<file path="config.mk">
export PLATFORM = sky130hd
export DESIGN_NAME = clock_reset_gen_flat
export DESIGN_NICKNAME = d
export VERILOG_FILES = /design/src/rtl/clock_reset_gen_if.sv /design/src/rtl/clock_reset_gen.sv /design/src/flat_wrapper.sv
export SDC_FILE = /design/constraint.sdc
export NUM_CORES = 1
export LEC_CHECK = 0
export CAP_MARGIN = 40
export CORE_UTILIZATION = 35
export CTS_CLUSTER_SIZE = 30
export DETAILED_ROUTE_END_ITERATION = 16
export DONT_BUFFER_PORTS = 1
export PLACE_DENSITY_LB_ADDON = 0.05
export SYNTH_ARGS = -nofsm -noshare
export SYNTH_HDL_FRONTEND = slang
export SYNTH_SLANG_ARGS = --single-unit
</file>
<file path="constraint.sdc">
create_clock -name CLK -period 4.9 [get_ports CLK]
set_clock_uncertainty 0.1 [all_clocks]
set_input_delay 0.245 -clock CLK [delete_from_list [all_inputs] [get_ports CLK]]
set_output_delay 0.245 -clock CLK [all_outputs]
set_load 0.05 [all_outputs]
</file>
<file path="src/rtl/clock_reset_gen_if.sv">
// clock_reset_gen_if: divisor write port and generated clock/reset outputs.
// Revision 1.0
`default_nettype none

interface clock_reset_gen_if #(
   parameter int DIV_W = 16
);
   logic [DIV_W-1:0] div;
   logic             div_we;
   logic             clk;
   logic             tick;
   logic             resetn;
   logic             div_pending;

   modport master (output div, div_we, input clk, tick, resetn, div_pending);
   modport slave  (input div, div_we, output clk, tick, resetn, div_pending);
endinterface

`default_nettype wire

</file>
<file path="src/rtl/clock_reset_gen.sv">
// clock_reset_gen: run-time programmable glitch-free clock divider with tick strobe
// and stretched, synchronously released active-low reset. Revision 1.0
`default_nettype none

module clock_reset_gen #(
   parameter int DIV_W    = 16,
   parameter int DIV_INIT = 10,
   parameter int RST_HOLD = 4
) (
   input  wire                CLK,
   input  wire                RESET,
   clock_reset_gen_if.slave   bus
);
   localparam int               HOLD_W    = (RST_HOLD > 1) ? $clog2(RST_HOLD) : 1;
   localparam logic [HOLD_W-1:0] HOLD_LAST = HOLD_W'(RST_HOLD - 1);
   localparam logic [DIV_W-1:0]  DIV_RST   = DIV_W'(DIV_INIT);

   typedef enum logic [1:0] {SYNC = 2'd0, HOLD = 2'd1, RUN = 2'd2} state_t;

   state_t             state, state_nx;
   logic [1:0]         sync_ff;
   logic [DIV_W-1:0]   cnt;
   logic [DIV_W-1:0]   div_act;
   logic [DIV_W-1:0]   div_shadow;
   logic               pending;
   logic               clk_div;
   logic               tick_q;
   logic               resetn_q;
   logic [HOLD_W-1:0]  hold_cnt, hold_nx;
   logic               release_rst;
   logic               running;
   logic               wrap;
   logic               fall_wrap;

   assign running   = sync_ff[1];
   assign wrap      = (cnt == div_act);
   assign fall_wrap = running & wrap & clk_div;

   always_ff @(posedge CLK or posedge RESET) begin
      if (RESET) begin
         state    <= SYNC;
         sync_ff  <= 2'b00;
         hold_cnt <= '0;
         resetn_q <= 1'b0;
      end else begin
         state    <= state_nx;
         sync_ff  <= {sync_ff[0], 1'b1};
         hold_cnt <= hold_nx;
         if (release_rst)
            resetn_q <= 1'b1;
      end
   end

   always_comb begin
      state_nx    = state;
      hold_nx     = hold_cnt;
      release_rst = 1'b0;
      case (state)
         SYNC: if (running) state_nx = HOLD;
         HOLD: begin
            if (fall_wrap) begin
               if (hold_cnt == HOLD_LAST) begin
                  state_nx    = RUN;
                  release_rst = 1'b1;
               end else begin
                  hold_nx = hold_cnt + HOLD_W'(1);
               end
            end
         end
         RUN:     state_nx = RUN;
         default: state_nx = SYNC;
      endcase
   end

   always_ff @(posedge CLK or posedge RESET) begin
      if (RESET) begin
         cnt     <= '0;
         clk_div <= 1'b0;
         tick_q  <= 1'b0;
      end else if (!running) begin
         cnt     <= '0;
         clk_div <= 1'b0;
         tick_q  <= 1'b0;
      end else begin
         tick_q <= wrap & ~clk_div;
         if (wrap) begin
            cnt     <= '0;
            clk_div <= ~clk_div;
         end else begin
            cnt <= cnt + DIV_W'(1);
         end
      end
   end

   // A write coinciding with a falling wrap still loads the old shadow; the new
   // value stays pending for the following period.
   always_ff @(posedge CLK or posedge RESET) begin
      if (RESET) begin
         div_act    <= DIV_RST;
         div_shadow <= DIV_RST;
         pending    <= 1'b0;
      end else begin
         if (fall_wrap && pending)
            div_act <= div_shadow;
         if (running && bus.div_we) begin
            div_shadow <= bus.div;
            pending    <= 1'b1;
         end else if (fall_wrap && pending) begin
            pending <= 1'b0;
         end
      end
   end

   assign bus.clk         = clk_div;
   assign bus.tick        = tick_q;
   assign bus.resetn      = resetn_q;
   assign bus.div_pending = pending;

endmodule

`default_nettype wire

</file>
<file path="src/flat_wrapper.sv">
// flat-port wrapper written by rule: the top's interface ports become plain ports
module clock_reset_gen_flat 
#(
   parameter int DIV_W    = 16,
   parameter int DIV_INIT = 10,
   parameter int RST_HOLD = 4
)
  (CLK, RESET, bus_div, bus_div_we, bus_clk, bus_tick, bus_resetn, bus_div_pending);
  clock_reset_gen_if #(.DIV_W(DIV_W)) bus_i ();
  input  wire CLK;
  input  wire RESET;
  input wire logic [$bits(bus_i.div)-1:0] bus_div;
  input wire logic [$bits(bus_i.div_we)-1:0] bus_div_we;
  output wire logic [$bits(bus_i.clk)-1:0] bus_clk;
  output wire logic [$bits(bus_i.tick)-1:0] bus_tick;
  output wire logic [$bits(bus_i.resetn)-1:0] bus_resetn;
  output wire logic [$bits(bus_i.div_pending)-1:0] bus_div_pending;
  assign bus_i.div = bus_div;
  assign bus_i.div_we = bus_div_we;
  assign bus_clk = bus_i.clk;
  assign bus_tick = bus_i.tick;
  assign bus_resetn = bus_i.resetn;
  assign bus_div_pending = bus_i.div_pending;
  clock_reset_gen #(.DIV_W(DIV_W), .DIV_INIT(DIV_INIT), .RST_HOLD(RST_HOLD)) u_core (.CLK(CLK), .RESET(RESET), .bus(bus_i));
endmodule
</file>
==> results of run 1 <==
==> cells in the mapped netlist (all sizes together) <==
cell and n:
dfrtp 54, mux2 33, nor2 23, xor2 23
nand2 10, xnor2 9, inv 7, nand3 7
nor4 6, ha 5, dfstp 4, a21oi 3
and3 3, buf 3, clkbuf 3, nand4 3
nor3 3, o21ai 3, a311o 2, and4 2
o2111ai 2, o32ai 2, conb 1, o21bai 1
==> through the flow <==
| step | total power (uW) | cells | area (um2) |
|---|---|---|---|
| 6_report | 1410 | 339 | 3130 |
| 5_1_grt | 1510 | 339 | 3130 |
| 4_1_cts | 1440 | 339 | 3130 |
| 3_5_place_dp | 1040 | 306 | 2790 |
| 3_3_place_gp | 1030 | 306 | 2790 |
| 2_1_floorplan | 964 | 212 | 2690 |
==> layout make-up <==
class	count	share of cell area
multi-input combinational	141	0.375
inverter	7	0.00840
clock buffer	11	0.0452
sequential	58	0.466
timing repair buffer	18	0.0568
clock inverter	5	0.00960
tap	99	0.0396
==> cells by family after synthesis <==
group | synth area share
mux | 0.152
flops | 0.542
fa+ha+maj | 0.0233
simple gates | 0.121
xor+xnor | 0.104
buf+inv | 0.0219
compound gates | 0.0345
other cells | 0.00140
==> layout by cell type (no fill, tap or decap), drive strengths merged, types with 7 or more instances in the layout <==
cell	Yosys	layout
dfrtp	54	54
mux2	33	33
xor2	23	23
nand3	7	7
clkbuf	3	11
nand2	10	10
dlygate4sd3	0	17
xnor2	9	9
inv	7	7
nor2	23	23
==> layer usage <==
| layer | global-route usage | share of wire | vias to the layer above |
|---|---|---|---|
| met5 | 0 | 0 | - |
| met4 | 0.0736 | 0.014 | 0 |
| met3 | 0.0393 | 0.034 | 6 |
| met2 | 0.205 | 0.46 | 34 |
| met1 | 0.190 | 0.49 | 781 |
| li1 | - | - | 779 |
==> worst register-to-register path, stage by stage (launching register included) <==
cell and delay [ps]:
dfrtp_1 460, xor2_1 180, nor4_2 350, nand4_1 390, nor4_4 370, mux2_1 350
==> sequential cells by signal (all words and copies together) (netlist names), 2 cells and up <==
register / flops
u_core.sync_ff: 2
u_core.cnt: 16
u_core.state: 2
u_core.div_shadow: 16
u_core.div_act: 16
u_core.hold_cnt: 2
==> worst paths after layout <==
kind	from	end	depth (start not counted)	slack, ps
worst max-delay path	u_core.cnt[0]	u_core.hold_cnt[1]	5	2570
worst min-delay path	u_core.sync_ff[0]	u_core.sync_ff[1]	0	250
worst max register to register	u_core.cnt[0]	u_core.hold_cnt[1]	5	2570
worst min register to register	u_core.sync_ff[0]	u_core.sync_ff[1]	0	250
max in group asynchronous	RESET	u_core.div_act[1]	3	3570
min in group asynchronous	RESET	u_core.sync_ff[1]	2	280
==> report_power, final <==
group,switching (uW),internal (uW)
combinational,165,187
clock,184,194
sequential,109,575
==> metrics, run 1 <==
status complete, no violations; root buf cell clkbuf_8; placeable core area 7330 um2; hold-fix buffers at CTS 17; # setup viols final 0; clock period minus worst slack around 2300 ps; RD Place Congestion 0.848; DRT Wirelength 4720 um; Buf/Inv on CP 0; Initial DRT Pass Iterations 4; HPWL Detailed around 3400 um; # IOs 23; IO Port Bufs 0; CTS tree done; Slew headroom 0.513; grt ovf 0; dominant cell type by area after synthesis dfrtp_1; total of max-cap violations 0; crit start category register; CTS Buffer Depth 2; Crit path max-delay family simple AND/OR/NAND/NOR gates; CTS-repair resized insts 0; fin util 0.427; worst-margin pin slew around 730 ps; crit-path max cell delay about 460 ps; CP endpoint kind register; Slew Limit Fails 0; Clk Latency, worst-skew pair 330 ps; slowest CP cell dfrtp_1; final hold slack 255 ps; top cells by area, synth dfrtp_1, mux2_2, xor2_1; Filler cells 684; Net Count, Synth 236; initial antenna violation count 0; Leak Pwr 0.00144 uW; DR vias approximately 1,600; Hold Path Class register to register; FMAX roughly 430 MHz; Yosys top cell area share 0.503; Peak VDD IR 0.000167 V; WL/cell between 10 and 15 um; Netlist cell types 31; Yosys warnings 0; power per cell area 452 nW/um2; Seq/Total Area, Yosys 0.542; Iter 0 DRT Violations between 40 and 50; initial core utilization 0.367; final worst slack 2570 ps; Final Cycle Share 0.475; # DRC 0; total CTS buffers 9; final setup TNS 0 ps; Antenna Cells 0; FF+latch area 1460 um2; clock slew at reported path FFs 60 ps; Sink Count 58; Rows 31; Nets roughly 260; area of the multi-input gates 1170 um2; postcts setup bufs 0; largest net degree at the start of global routing 38; post-synthesis instance total 212; worst path cell trace xor2_1 > nor4_2 > nand4_1 > nor4_4 > mux2_1; dpl ws 2560 ps; #FFs+latches synth 58; Die Wd around 90 um; Total Routing Usage GR 0.141; Via-to-Cell Ratio around 4.7; die height 89.6 um; Routed Antenna Nets 0; Max FO, Critical Path 8; Cell Area, Synth roughly 2700 um2; first-pass GRT wire length 8120 um; die area 8030 um2; arrival time worst endpoint 2440 ps; endpoints failing hold 0; H-tree levels 3; Worst Path Required 5010 ps; RSZ-0062 raised after global routing no; share of layout cells above drive strength 1 0.250; number of global-route vias before repair 1,640; Layout Area Growth over Synthesis 16.4%; syn avg cell area 12.7 um2; critical path class register to register
Power figures use the tool's default switching activity.
==> run 2, diff against run 1 <==
Settings changed: ABC_AREA set to 1.
Clock period 4.9 ns to 2.2 ns, I/O delays scaled along.
==> run 2 against run 1 <==
Against the previous run:
- routed wire length rose by 19%
- global-route usage rose by 1.2 points
- largest power group unchanged
- critical path depth rose by 4
- final area rose by 5.7%
- largest cell class unchanged
- via count rose by 25%
- worst setup slack got worse by 2300 ps
- sequential share of layout area fell by 2.5 points
- critical endpoint is now u_core.div_act[6]
- die area rose by 2.9%
- sequential cell count did not move
- sequential power rose by 97%
- count of clock-buffer cells in the layout did not move
- fmax rose by 24%
==> metrics, run 2 <==
status complete, no violations; RSZ-0062 raised after global routing no; arrival time worst endpoint 1990 ps; Antenna Cells 0; HPWL Detailed 3900 um; asr flop ratio synth 1.00; share of layout cells above drive strength 1 0.184; syn avg cell area slightly below 9 um2; largest registers u_core.cnt (16), u_core.div_act (16), u_core.div_shadow (16); Routed Antenna Nets 0; Iter 0 DRT Violations 92; worst-margin pin slew ~700 ps; Yosys top cell area share 0.488; IO Port Bufs 0; total CTS buffers 9; DR vias approximately 2,000; Final Cycle Share 0.853; Yosys warnings 0; CTS-repair resized insts 0; slowest CP cell dfrtp_1; final hold slack 131 ps; dominant cell type by area after synthesis dfrtp_1; Slew Limit Fails 0; power per cell area about 900 nW/um2; worst path cell trace xor2_1 > nor2_1 > nand2_1 > nor2_2 > nand4_2 > inv_2 > nand2_4 > nand2_1 > o21ai_2; critical path class register to register; Nets 373; root buf cell clkbuf_8; Die Wd ~90 um; # setup viols final 0; post-synthesis instance total 320; Worst R2R Start u_core.cnt[2]; # IOs 23; final setup TNS 0 ps; worst-case reg-to-reg path depth 9; Leak Pwr approximately 0.0016 uW; first-pass GRT wire length 9750 um; CTS tree done; WL/cell 12.3 um; initial antenna violation count 0; initial core utilization 0.360; Initial DRT Pass Iterations 4; Max FO, Critical Path 24; Worst path most repeated cell nand2_1; most frequent cell after synthesis nand2_1; clock period minus worst slack 1880 ps; endpoints failing hold 0; CP endpoint kind register; Hold Crit Start bus_div_we; #FFs+latches synth 58; die height 90.9 um; Seq/Total Area, Yosys 0.526; top cells by area, synth dfrtp_1, nand2_1, inv_1; Sink Count 58; Worst Path Required around 2300 ps; Peak VDD IR 0.000384 V; most frequent cells in the layout nand2_1, dfrtp_1, inv_1; crit-path max cell delay 430 ps; placeable core area around 7700 um2; Net Count, Synth 344; number of global-route vias before repair 1,945; Clk Latency, worst-skew pair 330 ps; Critical Path Source u_core.cnt[2]; FMAX 533 MHz; # DRC 0; H-tree levels 3; Slew headroom 0.532; post-placement cell area 2920 um2; commonest cells in the netlist nand2_1, dfrtp_1, inv_1; total of max-cap violations 0; largest net degree at the start of global routing 32; Post-synth EDFFs 0; Netlist cell types 28; DRT Wirelength around 5600 um; Rows 32; CTS Buffer Depth 2; Via-to-Cell Ratio 4.37; Hold Path Class input pin to register; clock slew at reported path FFs 70 ps; postcts setup bufs 0; Layout Area Growth over Synthesis 19.5%; Worst Hold Path Cells 2; grt ovf 0; crit start category register; design area 3310 um2; die area 8270 um2; Total Routing Usage GR 0.153; RD Place Congestion 0.735; Cell Area, Synth 2770 um2; most common cell after layout, fill and taps aside nand2_1; Synth Flop Type dfrtp_1
run 2: worst paths after layout:
path	endpoint	slack (ps)
worst max-delay path	u_core.div_act[6]	320
worst min-delay path	u_core.bus.div_pending	130
worst max register to register	u_core.div_act[6]	320
worst min register to register	u_core.sync_ff[1]	260
max in group asynchronous	u_core.div_act[3]	1070
min in group asynchronous	u_core.div_shadow[4]	260
run 2: critical path: cells and delay by family (launching register included):
| family | cells | cell delay, ps |
|---|---|---|
| flip-flops | 1 | 430 |
| AND/OR/NAND/NOR | 6 | 840 |
| XOR/XNOR | 1 | 180 |
| AO/OA/AOI/OAI | 1 | 50 |
| buffers and inverters | 1 | 150 |
run 2: cells by family after synthesis:
logic type	synth area share
AO/OA/AOI/OAI	0.0732
XOR/XNOR	0.0158
adder cells (fa/ha/maj)	0.0226
buffers and inverters	0.0805
flip-flops	0.526
multiplexers	0.0326
other	0.00135
AND/OR/NAND/NOR	0.248
run 2: layout make-up:
type | instances | area [um2]
clock buffers | 11 | 141
well taps | 102 | 128
repair buffers | 24 | 235
fillers | 776 | 4380
flip-flops and latches | 58 | 1460
multi-input cells | 208 | 1090
inverters | 48 | 180
clock inverters | 5 | 77.6
run 2: through the flow:
step	instances	utilization	setup WS, ps	total power [uW]
2_1_floorplan	320	-	527	1780
3_3_place_gp	423	0.380	295	1920
3_5_place_dp	423	0.380	319	1920
4_1_cts	456	0.430	283	3070
5_1_grt	456	0.430	105	3210
6_report	456	0.430	324	3020
run 2: per-layer routing:
| metal | GRT usage | share of wire |
|---|---|---|
| met4 | 0.0714 | 0.010 |
| met1 | 0.214 | 0.52 |
| met3 | 0.0396 | 0.028 |
| met5 | 0 | 0 |
| met2 | 0.221 | 0.44 |
run 2: report_power, final:
part           internal, uW  switching [uW]  total, uW
sequential             1220             121       1350
clock                   665             434       1100
combinational           231             343        574
run 2: timing repair:
| action | in CTS | in global routing |
|---|---|---|
| hold buffers | 17 | 0 |
| endpoints found under the hold margin | 44 | 0 |
| setup endpoints to repair | 0 | 0 |
